$ cat config.mk
export PLATFORM = sky130hd
export DESIGN_NAME = e203_exu_flush_sched
export DESIGN_NICKNAME = d
export VERILOG_FILES = /design/src/rtl/e203_exu_flush_sched.sv
export SDC_FILE = /design/constraint.sdc
export NUM_CORES = 1
export LEC_CHECK = 0
export ABC_CLOCK_PERIOD_IN_PS = 1900
export CORE_MARGIN = 4
export CORE_UTILIZATION = 40
export DETAILED_ROUTE_END_ITERATION = 8
export PLACE_DENSITY = 0.81
export SLEW_MARGIN = 0
export SYNTH_ARGS = -nofsm -noshare
export SYNTH_HDL_FRONTEND = slang
export SYNTH_SLANG_ARGS = --single-unit
$ cat constraint.sdc
create_clock -name clk -period 1.9 [get_ports clk]
set_clock_uncertainty 0.15 [all_clocks]
set_input_delay 0.285 -clock clk [delete_from_list [all_inputs] [get_ports clk]]
set_output_delay 0.285 -clock clk [all_outputs]
set_load 0.05 [all_outputs]
$ cat src/rtl/e203_exu_flush_sched.sv
// Arbitrates the single IFU flush port between exception, tail-chain trap and branch
// requesters; holds the grant until IFU ack, counts flushes and watches for a lost ack.
module e203_exu_flush_sched #(
  parameter int PC_SIZE = 32,
  parameter int TMO_W   = 8,
  parameter int CNT_W   = 16
) (
  input  logic               clk,
  input  logic               rst_n,
  input  logic               excp_req_i,
  input  logic [PC_SIZE-1:0] excp_op1_i,
  input  logic [PC_SIZE-1:0] excp_op2_i,
  output logic               excp_ack_o,
  input  logic               trap_pulse_i,
  input  logic [PC_SIZE-1:0] trap_op1_i,
  input  logic [PC_SIZE-1:0] trap_op2_i,
  output logic               trap_ack_o,
  input  logic               brch_req_i,
  input  logic [PC_SIZE-1:0] brch_op1_i,
  input  logic [PC_SIZE-1:0] brch_op2_i,
  output logic               brch_ack_o,
  output logic               flush_req_o,
  output logic [PC_SIZE-1:0] flush_op1_o,
  output logic [PC_SIZE-1:0] flush_op2_o,
  output logic [1:0]         flush_src_o,
  input  logic               flush_ack_i,
  output logic               flush_pulse_o,
  output logic               trap_pend_o,
  output logic               trap_drop_o,
  input  logic               cnt_clr_i,
  output logic [CNT_W-1:0]   flush_cnt_o,
  output logic               tmo_err_o
);

  typedef enum logic {S_IDLE, S_WAIT} state_e;
  typedef enum logic [1:0] {SRC_NONE = 2'd0, SRC_EXCP = 2'd1, SRC_TRAP = 2'd2, SRC_BRCH = 2'd3} src_e;

  localparam logic [TMO_W-1:0] TMO_ONE = TMO_W'(1);
  localparam logic [TMO_W-1:0] TMO_MAX = '1;
  localparam logic [CNT_W-1:0] CNT_ONE = CNT_W'(1);
  localparam logic [CNT_W-1:0] CNT_MAX = '1;

  state_e             state_q, state_d;
  src_e               src_q, src_d, win_src, cur_src;
  logic [PC_SIZE-1:0] op1_q, op1_d, op2_q, op2_d;
  logic [PC_SIZE-1:0] win_op1, win_op2;
  logic               trap_pend_q, trap_pend_d;
  logic [PC_SIZE-1:0] trap_op1_q, trap_op1_d, trap_op2_q, trap_op2_d;
  logic               trap_drop_q, trap_drop_d;
  logic [TMO_W-1:0]   tmo_cnt_q, tmo_cnt_d;
  logic               tmo_err_q, tmo_err_d;
  logic [CNT_W-1:0]   cnt_q, cnt_d;

  // Fixed priority winner; the trap competes only through its latched copy.
  always_comb begin
    // NOTE: every always_comb output gets a default first so no path can infer a latch.
    win_src = SRC_NONE;
    win_op1 = '0;
    win_op2 = '0;
    if (excp_req_i) begin
      win_src = SRC_EXCP;
      win_op1 = excp_op1_i;
      win_op2 = excp_op2_i;
    end else if (trap_pend_q) begin
      win_src = SRC_TRAP;
      win_op1 = trap_op1_q;
      win_op2 = trap_op2_q;
    end else if (brch_req_i) begin
      win_src = SRC_BRCH;
      win_op1 = brch_op1_i;
      win_op2 = brch_op2_i;
    end
  end

  always_comb begin
    state_d     = state_q;
    src_d       = src_q;
    op1_d       = op1_q;
    op2_d       = op2_q;
    cur_src     = SRC_NONE;
    flush_req_o = 1'b0;
    flush_op1_o = '0;
    flush_op2_o = '0;
    case (state_q)
      S_IDLE: begin
        cur_src     = win_src;
        flush_req_o = (win_src != SRC_NONE);
        flush_op1_o = win_op1;
        flush_op2_o = win_op2;
        if (flush_req_o && !flush_ack_i) begin
          state_d = S_WAIT;
          src_d   = win_src;
          op1_d   = win_op1;
          op2_d   = win_op2;
        end
      end
      S_WAIT: begin
        cur_src     = src_q;
        flush_req_o = 1'b1;
        flush_op1_o = op1_q;
        flush_op2_o = op2_q;
        if (flush_ack_i) state_d = S_IDLE;
      end
      default: state_d = S_IDLE;
    endcase
  end

  assign flush_src_o   = cur_src;
  assign flush_pulse_o = flush_req_o & flush_ack_i;
  assign excp_ack_o    = flush_pulse_o & (cur_src == SRC_EXCP);
  assign trap_ack_o    = flush_pulse_o & (cur_src == SRC_TRAP);
  assign brch_ack_o    = flush_pulse_o & (cur_src == SRC_BRCH);

  // A pulse arriving as the pending trap is consumed refills the latch instead of dropping.
  always_comb begin
    trap_pend_d = trap_pend_q;
    trap_op1_d  = trap_op1_q;
    trap_op2_d  = trap_op2_q;
    trap_drop_d = trap_drop_q;
    if (trap_pulse_i) begin
      if (!trap_pend_q || trap_ack_o) begin
        trap_pend_d = 1'b1;
        trap_op1_d  = trap_op1_i;
        trap_op2_d  = trap_op2_i;
      end else begin
        trap_drop_d = 1'b1;
      end
    end else if (trap_ack_o) begin
      trap_pend_d = 1'b0;
    end
  end

  always_comb begin
    tmo_cnt_d = '0;
    if (state_q == S_WAIT && state_d == S_WAIT)
      tmo_cnt_d = (tmo_cnt_q == TMO_MAX) ? TMO_MAX : tmo_cnt_q + TMO_ONE;
    tmo_err_d = tmo_err_q | (tmo_cnt_d == TMO_MAX);

    cnt_d = cnt_q;
    if (cnt_clr_i)                             cnt_d = '0;
    else if (flush_pulse_o && cnt_q != CNT_MAX) cnt_d = cnt_q + CNT_ONE;
  end

  always_ff @(posedge clk) begin
    // NOTE: sequential state uses non-blocking assignments only; reset is synchronous.
    if (!rst_n) begin
      state_q     <= S_IDLE;
      src_q       <= SRC_NONE;
      op1_q       <= '0;
      op2_q       <= '0;
      trap_pend_q <= 1'b0;
      trap_op1_q  <= '0;
      trap_op2_q  <= '0;
      trap_drop_q <= 1'b0;
      tmo_cnt_q   <= '0;
      tmo_err_q   <= 1'b0;
      cnt_q       <= '0;
    end else begin
      state_q     <= state_d;
      src_q       <= src_d;
      op1_q       <= op1_d;
      op2_q       <= op2_d;
      trap_pend_q <= trap_pend_d;
      trap_op1_q  <= trap_op1_d;
      trap_op2_q  <= trap_op2_d;
      trap_drop_q <= trap_drop_d;
      tmo_cnt_q   <= tmo_cnt_d;
      tmo_err_q   <= tmo_err_d;
      cnt_q       <= cnt_d;
    end
  end

  assign trap_pend_o = trap_pend_q;
  assign trap_drop_o = trap_drop_q;
  assign tmo_err_o   = tmo_err_q;
  assign flush_cnt_o = cnt_q;

endmodule

==> reports/metrics.yaml, run 1 <==
run_status:
  status: "finished, violations left"
  violations: "setup timing"
cells_and_area:
  syn_to_final_growth_pct: 84.5
  final_area_um2: 15000
  utilization: 0.759
  multi_input_area_um2: 5580
  drive_gt1_frac: 0.316
  nets: 1506
  regArea_um2: 3210
  fill_cells: 1219
setup_path:
  path_buf_inv: 3
  reg2reg_setup_slack_ns: -0.19
  critical_path.cell_chain: "nor2b_4, buf_12, clkbuf_16, a221o_1, o21ai_2, o21ai_4, buf_12"
  crit_path_end_kind: "output pin"
  worstPathArrival_ns: 1.92
  critPathTopFamily: "buffers and inverters"
  cp_slowest_cell: "dfxtp_4"
  crit_top_cell: "buf_12"
  max_stage_delay_ns: 0.37
  crit_type: "reg2out"
  start_kind: "register"
  cp_data_required_time_ns: 1.46
  cp_max_fo: 12
sta:
  timing.final.hold_violations: 0
  setup_ws_ns: -0.457
  setup_viol: 179
  post-route-min-period_ns: 2.36
  rsz0062_at_grt: "yes"
  finalCritPeriodShare: 1.24
  holdWs_ns: 0.128
  max_freq_mhz: 424
  max-slew-margin-rel: 0.738
  worst_pin_slew_ns: 0.389
  slew_viol_final: 0
drt:
  drt_iter0_markers: 470
  viasPerCell: 5.60
  drc_errors: 0
  wl_um: 33800
  wire_per_inst_um: 21.3
  vias: 8871
  ant_nets: 0
  first_pass_iters: 6
power_and_ir_drop:
  switching_share: 0.328
  p_leak_nw: 5.64
  pwr_density_cell_nw_per_um2: 710
  p_int_mw: 7.13
  combPwrFrac: 0.353
  power_frac_seq: 0.339
  ir_drop_mv: 0.732
  power_mw: 10.6
  clockPowerShare: 0.308
  p_switching_mw: 3.48
synthesis:
  synth-seq-cells: 158
  ys_types: 49
  synth_enable_flop_cells: 0
  async_flop_share: 0
  netlist_area_um2: 8110
  ys_warn_count: 0
  synth_top_cell_by_area: "dfxtp_1"
  syn_avg_cell_area_um2: 8.31
  synthCells: 976
  synth_top_area_share: 0.390
  synth_area_leaders: "dfxtp_1 (39%), o21ai_0 (12%), mux2i_1 (8.0%)"
  synth_fp_nets: 1177
  ys.flop_type: "dfxtp_1"
  seq_area_frac_synth: 0.390
floorplan:
  die_x_um: 150
  rows: 51
  start_util: 0.411
  coreArea_um2: 19700
  io-pin-count: 289
  die_h_um: 150
  die-area_um2: 22600
job:
  maxCapViolCount: 0
clock_network:
  cts_buffers: 17
  insertion_delay_ns: 0.43
  clkSlewWorstSetupHoldPaths_ns: 0.07
  htree_levels: 4
  cts-root-buf: "clkbuf_16"
  cts.path.max_buffers: 2
  cts_tree: "done"
  clkSinkCount: 158
global_routing:
  grt_pass1_wl_um: 44500
  overflow: 0
  grtUsageMet3: 0.0578
  first_global_vias: 8551
  antenna_found_initial: 1
  grt_max_degree: 87
  grt_use_met2: 0.438
  met1_usage: 0.290
  gr-usage-all-layers: 0.250
  busiest_layer: "met2"
placement:
  placed_area_um2: 13100
  pre_cts_slack_ns: -0.471
  portBuffers: 288
  routabilityCongestion: 0.867
  dp_hpwl_um: 20100
hold_path:
  hp-class: "in2reg"
## flip-flops by register name (all words and copies together), names as in the netlist, 2 cells and up
name and count:
trap_op2_q 32, tmo_cnt_q 8, op2_q 32, trap_op1_q 32, flush_cnt_o 16, src_q 2
op1_q 32
## worst register-to-register path, delay by kind of cell, from the launching register on
family | cells | cell delay, ns
AOI/OAI and AO/OA | 2 | 0.29
DFF | 1 | 0.37
and+or+nand+nor | 3 | 0.46
buffers and inverters | 5 | 0.76
## per-layer routing
metal / part of all wire / vias up
li1: - / 4145
met1: 0.39 / 4267
met2: 0.50 / 378
met3: 0.069 / 81
met4: 0.036 / 0
met5: 0 / -
## synth_stat cells, types with 2 or more instances
cell / instances
o21ai_1: 2
and3b_1: 2
buf_8: 6
nor2b_1: 67
inv_1: 7
mux2i_1: 65
nor3_1: 4
a221o_1: 63
xor2_1: 2
and3_1: 4
dfxtp_1: 158
and4_1: 3
ha_1: 2
o21ai_0: 194
and2_1: 66
nand4_1: 7
xnor2_1: 15
buf_1: 3
clkbuf_1: 47
buf_2: 27
nand2_1: 141
a211oi_1: 5
nor2_1: 22
nand4b_1: 2
o41ai_1: 2
a21oi_1: 20
nand3b_1: 2
buf_4: 4
a32o_1: 2
nand3_1: 9
nand2b_1: 2
nor4_1: 4
## placed cells by master, fill, tap and decap left out, drive strengths merged, types with 6 or more instances in the layout
cell           synthesis  final
dfxtp                158    158
a21oi                 20     20
nor2b                 67     67
a221o                 63     63
nand2                142    142
nand3                 10     10
nor2                  22     22
o21ai                196    196
xnor2                 15     15
clkdlybuf4s50          0    195
clkinv                 0      6
nand4                  7      7
clkbuf                47     40
mux2i                 65     65
and2                  66     66
inv                    8     13
buf                   41    180
## per-stage QoR
step | setup TNS (ns) | cells
after floorplan | -6.41 | 976
after global placement | -57.88 | 1505
after detailed placement | -62.23 | 1505
after CTS | -26.44 | 1548
after global routing | -43.25 | 1584
final | -34.86 | 1585
## power groups by stage
stage | clock network [mW] | registers, mW | logic (mW)
final | 3.26 | 3.60 | 3.75
after global routing | 3.43 | 3.61 | 3.90
after floorplan | 0 | 3.65 | 1.68
after detailed placement | 0 | 3.66 | 3.20
after global placement | 0 | 3.66 | 3.15
after CTS | 3.26 | 3.59 | 3.36
## logic make-up after synthesis
group | Yosys count | synth area share
DFF | 158 | 0.390
buffers and inverters | 96 | 0.0600
and+or+nand+nor | 341 | 0.218
AOI/OAI and AO/OA | 297 | 0.230
xor gates and xnor gates | 17 | 0.0184
adders and majority gates | 2 | 0.00309
muxes | 65 | 0.0802
## final cells by class
cell class / instances / area share
Multi-Input combinational cell: 722 / 0.373
Timing Repair Buffer: 398 / 0.350
Sequential cell: 158 / 0.214
Clock buffer: 18 / 0.0294
Tap cell: 265 / 0.0222
Clock inverter: 14 / 0.00719
Inverter: 8 / 0.00284
Antenna cell: 2 / 0.000335
## path summary, 6_finish.rpt
check / start / endpoint / depth (start not counted)
worst min register to register: tmo_err_o / tmo_err_o / 1
worst min-delay path: rst_n / trap_op1_q[1] / 2
worst max register to register: trap_pend_o / op2_q[21] / 10
worst max-delay path: trap_pend_o / flush_op2_o[6] / 7
## timing repair
item | CTS | global route
gates cloned | 2 | 26
setup buffers | 9 | 11
resized for setup | 88 | 70
hold buffers | 0 | 0
endpoints found under the setup margin | 71 | 159
pin swaps | 36 | 24
Power figures use the tool's default switching activity.
==> run 2, diff against run 1 <==
--- a/config.mk
+++ b/config.mk
@@ -9,7 +9,9 @@
 export CORE_MARGIN = 4
 export CORE_UTILIZATION = 40
 export DETAILED_ROUTE_END_ITERATION = 8
-export PLACE_DENSITY = 0.81
+export DONT_BUFFER_PORTS = 1
+export GPL_TIMING_DRIVEN = 0
+export PLACE_DENSITY = 0.62
 export SLEW_MARGIN = 0
 export SYNTH_ARGS = -nofsm -noshare
 export SYNTH_HDL_FRONTEND = slang
==> reports/metrics.yaml, run 2 (synthesis gave the netlist of run 1 again) <==
clock_network:
  cts-root-buf: "clkbuf_16"  # unchanged
  htree_levels: 4  # unchanged
  insertion_delay_ns: 0.43  # about the same
  cts.path.max_buffers: 2  # unchanged
  cts_buffers: 17  # unchanged
  cts_tree: "done"  # unchanged
  clkSlewWorstSetupHoldPaths_ns: 0.07  # about the same
  clkSinkCount: 158  # unchanged
placement:
  portBuffers: 0  # was 288
  routabilityCongestion: 0.840  # was 0.867
  placed_area_um2: 9320  # was 13100 µm²
  pre_cts_slack_ns: -0.878  # was -0.471 ns
  dp_cells: 1241  # was 1505
  dp_hpwl_um: 19700  # was 20100 µm
sta:
  max_freq_mhz: 365  # was 424 MHz
  post-route-min-period_ns: 2.74  # was 2.36 ns
  finalCritPeriodShare: 1.44  # was 1.24
  setup_viol: 212  # was 179
  setup_ws_ns: -0.842  # was -0.457 ns
  max-slew-margin-rel: 0.505  # was 0.738
  worst_pin_slew_ns: 0.742  # was 0.389 ns
  slew_viol_final: 0  # unchanged
  holdWs_ns: 0.00890  # was 0.128 ns
  tns_ns: -71.73  # was -34.86 ns
  rsz0062_at_grt: "yes"  # unchanged
  timing.final.hold_violations: 0  # unchanged
global_routing:
  first_global_vias: 7657  # was 8551
  overflow: 0  # unchanged
  gr-usage-all-layers: 0.243  # was 0.250
  antenna_found_initial: 0  # was 1
  grt_max_degree: 17  # was 87
  grt_pass1_wl_um: 42900  # was 44500 µm
setup_path:
  max_stage_delay_ns: 0.42  # was 0.37 ns
  reg2reg_depth: 12  # was 10
  path_buf_inv: 5  # was 3
  r2r-start: "trap_pend_o"  # unchanged
  cp_slowest_cell: "o21ai_4"  # was dfxtp_4
  critPathTopFamily: "compound AO/OA/AOI/OAI gates"  # was buffers and inverters
  critical_path.cell_chain: "buf_8, buf_6, buf_6, buf_12, buf_8, nand3b_1, a21oi_2, a21oi_2, o21ai_4"  # was nor2b_4, buf_12, clkbuf_16, a221o_1, o21ai_2, o21ai_4, buf_12
  start_kind: "register"  # unchanged
  crit_type: "reg2out"  # unchanged
  regToRegEndpoint: "flush_cnt_o[2]"  # was op2_q[21]
  cp_data_required_time_ns: 1.46  # about the same
  crit_path_end_kind: "output pin"  # unchanged
  worstPathArrival_ns: 2.31  # was 1.92 ns
  reg2reg_setup_slack_ns: -0.52  # was -0.19 ns
  cp_max_fo: 5  # was 12
drt:
  viasPerCell: 5.55  # was 5.60
  ant_nets: 0  # unchanged
  drt_iter0_markers: 358  # was 470
  wl_met1_um: 12900  # was 13300 µm
  wl_met2_um: 14900  # was 17000 µm
  first_pass_iters: 4  # was 6
  topRoutingLayerUsed: "met4"  # unchanged
  vias: 7935  # was 8871
  wl_um: 30700  # was 33800 µm
  wl_met3_um: 2530  # was 2340 µm
  drc_errors: 0  # unchanged
  wire_per_inst_um: 21.5  # was 21.3 µm
cells_and_area:
  syn_to_final_growth_pct: 58.3  # was 84.5%
  diodes: 0  # was 2
  instances_no_fill: 1430  # was 1585
  utilization: 0.651  # was 0.759
  drive_gt1_frac: 0.336  # was 0.316
  nets: 1353  # was 1506
  final_common_cell: "dfxtp_1"  # was clkdlybuf4s50_1
  fill_cells: 1547  # was 1219
  layout_common_cells: "dfxtp_1 (139), nand2_1 (134), o21ai_2 (76)"  # was clkdlybuf4s50_1 (195), nand2_1 (140), dfxtp_1 (140)
  final_area_um2: 12800  # was 15000 µm²
run_status:
  status: "finished, violations left"  # unchanged
  violations: "setup timing"  # unchanged
job:
  maxCapViolCount: 0  # unchanged
floorplan:
  rows: 51  # unchanged
  io-pin-count: 289  # unchanged
  coreArea_um2: 19700  # unchanged
  die_h_um: 150  # unchanged
  die_x_um: 150  # unchanged
  start_util: 0.411  # unchanged
  die-area_um2: 22600  # unchanged
power_and_ir_drop:
  power_mw: 10.0  # was 10.6 mW
  p_leak_nw: 4.73  # was 5.64 nW
  pwr_density_cell_nw_per_um2: 780  # was 710 nW/µm²
  ir_drop_mv: 0.630  # was 0.732 mV
hold_path:
  holdPathEnd: "op2_q[0]"  # was trap_op1_q[1]
  whs_path_depth: 3  # was 2
  worstHoldStart: "excp_op2_i[0]"  # was rst_n
  hp-class: "in2reg"  # unchanged
-- run 2: cell types whose count changed in the layout (fill, tap and decap cells not counted), moves of 5 or more --
cell | previous run | this run
clkdlybuf4s50_1 | 195 | 0
buf_12 | 91 | 19
dlygate4sd3_1 | 0 | 68
o21ai_0 | 44 | 3
clkbuf_1 | 0 | 28
o21ai_1 | 21 | 48
buf_4 | 58 | 40
buf_8 | 9 | 27
clkbuf_2 | 0 | 10
o21ai_4 | 60 | 69
nand2_1 | 140 | 134
nand2_2 | 1 | 6
o21ai_2 | 71 | 76
-- run 2: worst reg2reg max path, stage by stage (launching register included) --
cell and delay (ns):
dfxtp_4 0.41, buf_8 0.15, buf_4 0.14, or4_4 0.57, nand2_8 0.16, buf_6 0.11, buf_6 0.08, buf_6 0.10
buf_6 0.13, buf_4 0.11, a211oi_2 0.03, xnor2_1 0.14, nor2_1 0.05
-- run 2: area by class of cell --
type / count / area [µm²] / share of cell area
inverter: 8 / 50.0 / 0.00390
timing repair buffer: 164 / 2110 / 0.165
sequential: 158 / 3210 / 0.250
multi-input combinational: 722 / 5800 / 0.452
timing repair inverter: 1 / 8.76 / 0.000682
clock inverter: 15 / 164 / 0.0128
buffer: 80 / 733 / 0.0571
tap: 265 / 332 / 0.0258
clock buffer: 17 / 425 / 0.0331
-- run 2: per-layer routing --
layer,track usage,vias up
met5,0,-
li1,-,3833
met2,0.405,279
met1,0.305,3783
met3,0.0840,40
met4,0.0512,0
-- run 2: worst max-delay path by stage --
| stage | start | endpoint | slack, ns | depth (start not counted) |
|---|---|---|---|---|
| finish | trap_pend_o | flush_op1_o[29] | -0.84 | 9 |
| global route | trap_pend_o | flush_op1_o[29] | -0.86 | 9 |
| CTS | trap_pend_o | excp_ack_o | -0.79 | 8 |
| detailed placement | excp_req_i | flush_op1_o[26] | -0.88 | 5 |
| global placement | excp_req_i | flush_op1_o[26] | -0.85 | 5 |
| floorplan | trap_pend_o | excp_ack_o | -0.26 | 8 |
-- run 2: power breakdown --
group / leakage (nW) / internal (mW) / switching (mW)
combinational: 3.14 / 1.23 / 1.68
sequential: 1.31 / 3.49 / 0.118
clock: 0.283 / 1.96 / 1.54
-- run 2: timing repair --
item,CTS,global route
pin swaps,81,82
hold buffers,68,0
resized for setup,227,133
endpoints found under the hold margin,69,0
cloned,5,25
endpoints found under the setup margin,214,216
setup buffers,32,37
==> run 3, diff against run 2 <==
--- a/config.mk
+++ b/config.mk
@@ -6,12 +6,14 @@
 export NUM_CORES = 1
 export LEC_CHECK = 0
 export ABC_CLOCK_PERIOD_IN_PS = 1900
+export CELL_PAD_IN_SITES_DETAIL_PLACEMENT = 1
+export CELL_PAD_IN_SITES_GLOBAL_PLACEMENT = 1
 export CORE_MARGIN = 4
 export CORE_UTILIZATION = 40
 export DETAILED_ROUTE_END_ITERATION = 8
 export DONT_BUFFER_PORTS = 1
 export GPL_TIMING_DRIVEN = 0
-export PLACE_DENSITY = 0.62
+export PLACE_DENSITY = 0.8
 export SLEW_MARGIN = 0
 export SYNTH_ARGS = -nofsm -noshare
 export SYNTH_HDL_FRONTEND = slang
==> reports/metrics.yaml, run 3 (synthesis gave the netlist of run 1 again) <==
run_status:
  status: "finished, violations left"  # unchanged
  violations: "setup timing"  # unchanged
setup_path:
  start_kind: "register"  # unchanged
  reg2reg_depth: 11  # was 12
  crit_path_end_kind: "output pin"  # unchanged
  cp_max_fo: 5  # unchanged
  regToRegEndpoint: "flush_cnt_o[9]"  # was flush_cnt_o[2]
  crit_type: "reg2out"  # unchanged
  r2r-start: "trap_pend_o"  # unchanged
  reg2reg_setup_slack_ns: -0.65  # was -0.52 ns
  cp_data_required_time_ns: 1.46  # about the same
  worstPathArrival_ns: 2.32  # was 2.31 ns
cells_and_area:
  regArea_um2: 3200  # was 3210 µm²
  layout_common_cells: "dfxtp_1 (139), nand2_1 (101), o21ai_2 (92)"  # was dfxtp_1 (139), nand2_1 (134), o21ai_2 (76)
  utilization: 0.659  # was 0.651
  diodes: 0  # unchanged
  drive_gt1_frac: 0.381  # was 0.336
  final_common_cell: "dfxtp_1"  # unchanged
  instances_no_fill: 1425  # was 1430
  fill_cells: 2029  # was 1547
  syn_to_final_growth_pct: 60.3  # was 58.3%
  nets: 1350  # was 1353
  multi_input_area_um2: 6000  # was 5800 µm²
clock_network:
  cts-root-buf: "clkbuf_16"  # unchanged
  htree_levels: 4  # unchanged
  cts_buffers: 17  # unchanged
  clkSinkCount: 158  # unchanged
  cts_tree: "done"  # unchanged
  clkSlewWorstSetupHoldPaths_ns: 0.07  # about the same
  insertion_delay_ns: 0.43  # about the same
  cts.path.max_buffers: 2  # unchanged
power_and_ir_drop:
  clockPowerShare: 0.365  # was 0.350
  combPwrFrac: 0.291  # was 0.290
  p_leak_nw: 4.80  # was 4.73 nW
  switching_share: 0.330  # was 0.334
  p_int_mw: 7.12  # was 6.67 mW
  ir_drop_mv: 0.665  # was 0.630 mV
  power_frac_seq: 0.344  # was 0.360
  p_switching_mw: 3.50  # was 3.34 mW
  pwr_density_cell_nw_per_um2: 818  # was 780 nW/µm²
floorplan:
  die_x_um: 150  # unchanged
  die_h_um: 150  # unchanged
  io-pin-count: 289  # unchanged
  start_util: 0.411  # unchanged
  die-area_um2: 22600  # unchanged
  rows: 51  # unchanged
  coreArea_um2: 19700  # unchanged
sta:
  rsz0062_at_grt: "yes"  # unchanged
  setup_ws_ns: -0.855  # was -0.842 ns
  slew_viol_final: 0  # unchanged
  max_freq_mhz: 363  # was 365 MHz
  worst_pin_slew_ns: 0.760  # was 0.742 ns
  max-slew-margin-rel: 0.491  # was 0.505
  setup_viol: 215  # was 212
  timing.final.hold_violations: 0  # unchanged
  post-route-min-period_ns: 2.75  # was 2.74 ns
  finalCritPeriodShare: 1.45  # was 1.44
drt:
  vias: 8856  # was 7935
  wire_per_inst_um: 28.7  # was 21.5 µm
  first_pass_iters: 5  # was 4
  drc_errors: 0  # unchanged
  ant_nets: 0  # unchanged
  wl_um: 40800  # was 30700 µm
  drt_iter0_markers: 502  # was 358
  viasPerCell: 6.21  # was 5.55
placement:
  routabilityCongestion: 0.862  # was 0.840
  dp_hpwl_um: 21800  # was 19700 µm
  portBuffers: 0  # unchanged
  dp_cells: 1241  # unchanged
hold_path:
  hp-class: "in2reg"  # unchanged
  holdPathEnd: "op2_q[11]"  # was op2_q[0]
  worstHoldStart: "excp_op2_i[11]"  # was excp_op2_i[0]
  whs_path_depth: 3  # unchanged
global_routing:
  grt_pass1_wl_um: 52000  # was 42900 µm
  antenna_found_initial: 0  # unchanged
  grt_max_degree: 17  # unchanged
  overflow: 0  # unchanged
  gr-usage-all-layers: 0.297  # was 0.243
  first_global_vias: 9057  # was 7657
job:
  maxCapViolCount: 0  # unchanged
[run 3: cell count changes in the layout (fill, tap and decap cells not counted), moves of 5 or more]
cell     previous run  this run
nand2_1           134       101
nand2_2             6        34
o21ai_2            76        92
o21ai_1            48        35
mux2i_1            60        50
mux2i_2             4        11
buf_6              15        21
buf_12             19        14
nand2_4             1         6
[run 3: timing repair]
item,4_1_cts,5_1_grt
pin swaps,82,64
hold buffers,67,0
buffers inserted,38,30
endpoints found under the setup margin,214,221
gates cloned,4,24
resized for setup,184,224
endpoints found under the hold margin,68,0
[run 3: final cells by class]
class	instances	share of cell area
Buffer	84	0.0619
Clock buffer	20	0.0352
Clock inverter	10	0.0143
Inverter	8	0.00327
Multi-Input combinational cell	722	0.461
Sequential cell	158	0.247
Tap cell	265	0.0255
Timing Repair Buffer	158	0.152
[run 3: worst max-delay path: stages (launching register included)]
cell	delay, ns
dfxtp_4	0.41
buf_12	0.15
nor2b_4	0.11
buf_8	0.13
buf_8	0.12
nor3_4	0.05
a21oi_4	0.44
nand2_2	0.15
nor2_4	0.32
[run 3: worst max-delay path by stage]
stage | startpoint | to | cells past startpoint
after global placement | excp_req_i | flush_op1_o[25] | 5
final | trap_pend_o | excp_ack_o | 8
after floorplan | trap_pend_o | excp_ack_o | 8
after CTS | trap_pend_o | excp_ack_o | 8
after global routing | trap_pend_o | excp_ack_o | 8
after detailed placement | excp_req_i | flush_op1_o[25] | 5
[run 3: per-stage QoR]
stage	cell area, µm²	setup TNS (ns)	setup slack, ns	hold WS [ns]	power (mW)
3_5_place_dp	9320	-67.74	-0.756	0.264	5.70
2_1_floorplan	8990	-6.41	-0.259	0.258	5.33
5_1_grt	13000	-113.64	-0.910	0.0297	10.9
3_3_place_gp	9320	-65.59	-0.732	0.261	5.65
6_report	13000	-103.17	-0.855	0.0266	10.6
4_1_cts	11700	-68.62	-0.812	0.0300	9.99
[run 3: per-layer routing]
layer | routed length, µm | global-route usage | part of all wire
met4 | 2230 | 0.119 | 0.055
met5 | 0 | 0 | 0
met3 | 2760 | 0.0840 | 0.067
met2 | 21000 | 0.534 | 0.51
met1 | 14800 | 0.329 | 0.36
[run 3: power groups by stage]
stage	combinational [mW]	clock (mW)	sequential (mW)
2_1_floorplan	1.68	0	3.65
3_3_place_gp	1.99	0	3.66
3_5_place_dp	2.03	0	3.67
4_1_cts	2.50	3.89	3.61
5_1_grt	3.21	4.03	3.66
6_report	3.09	3.88	3.65
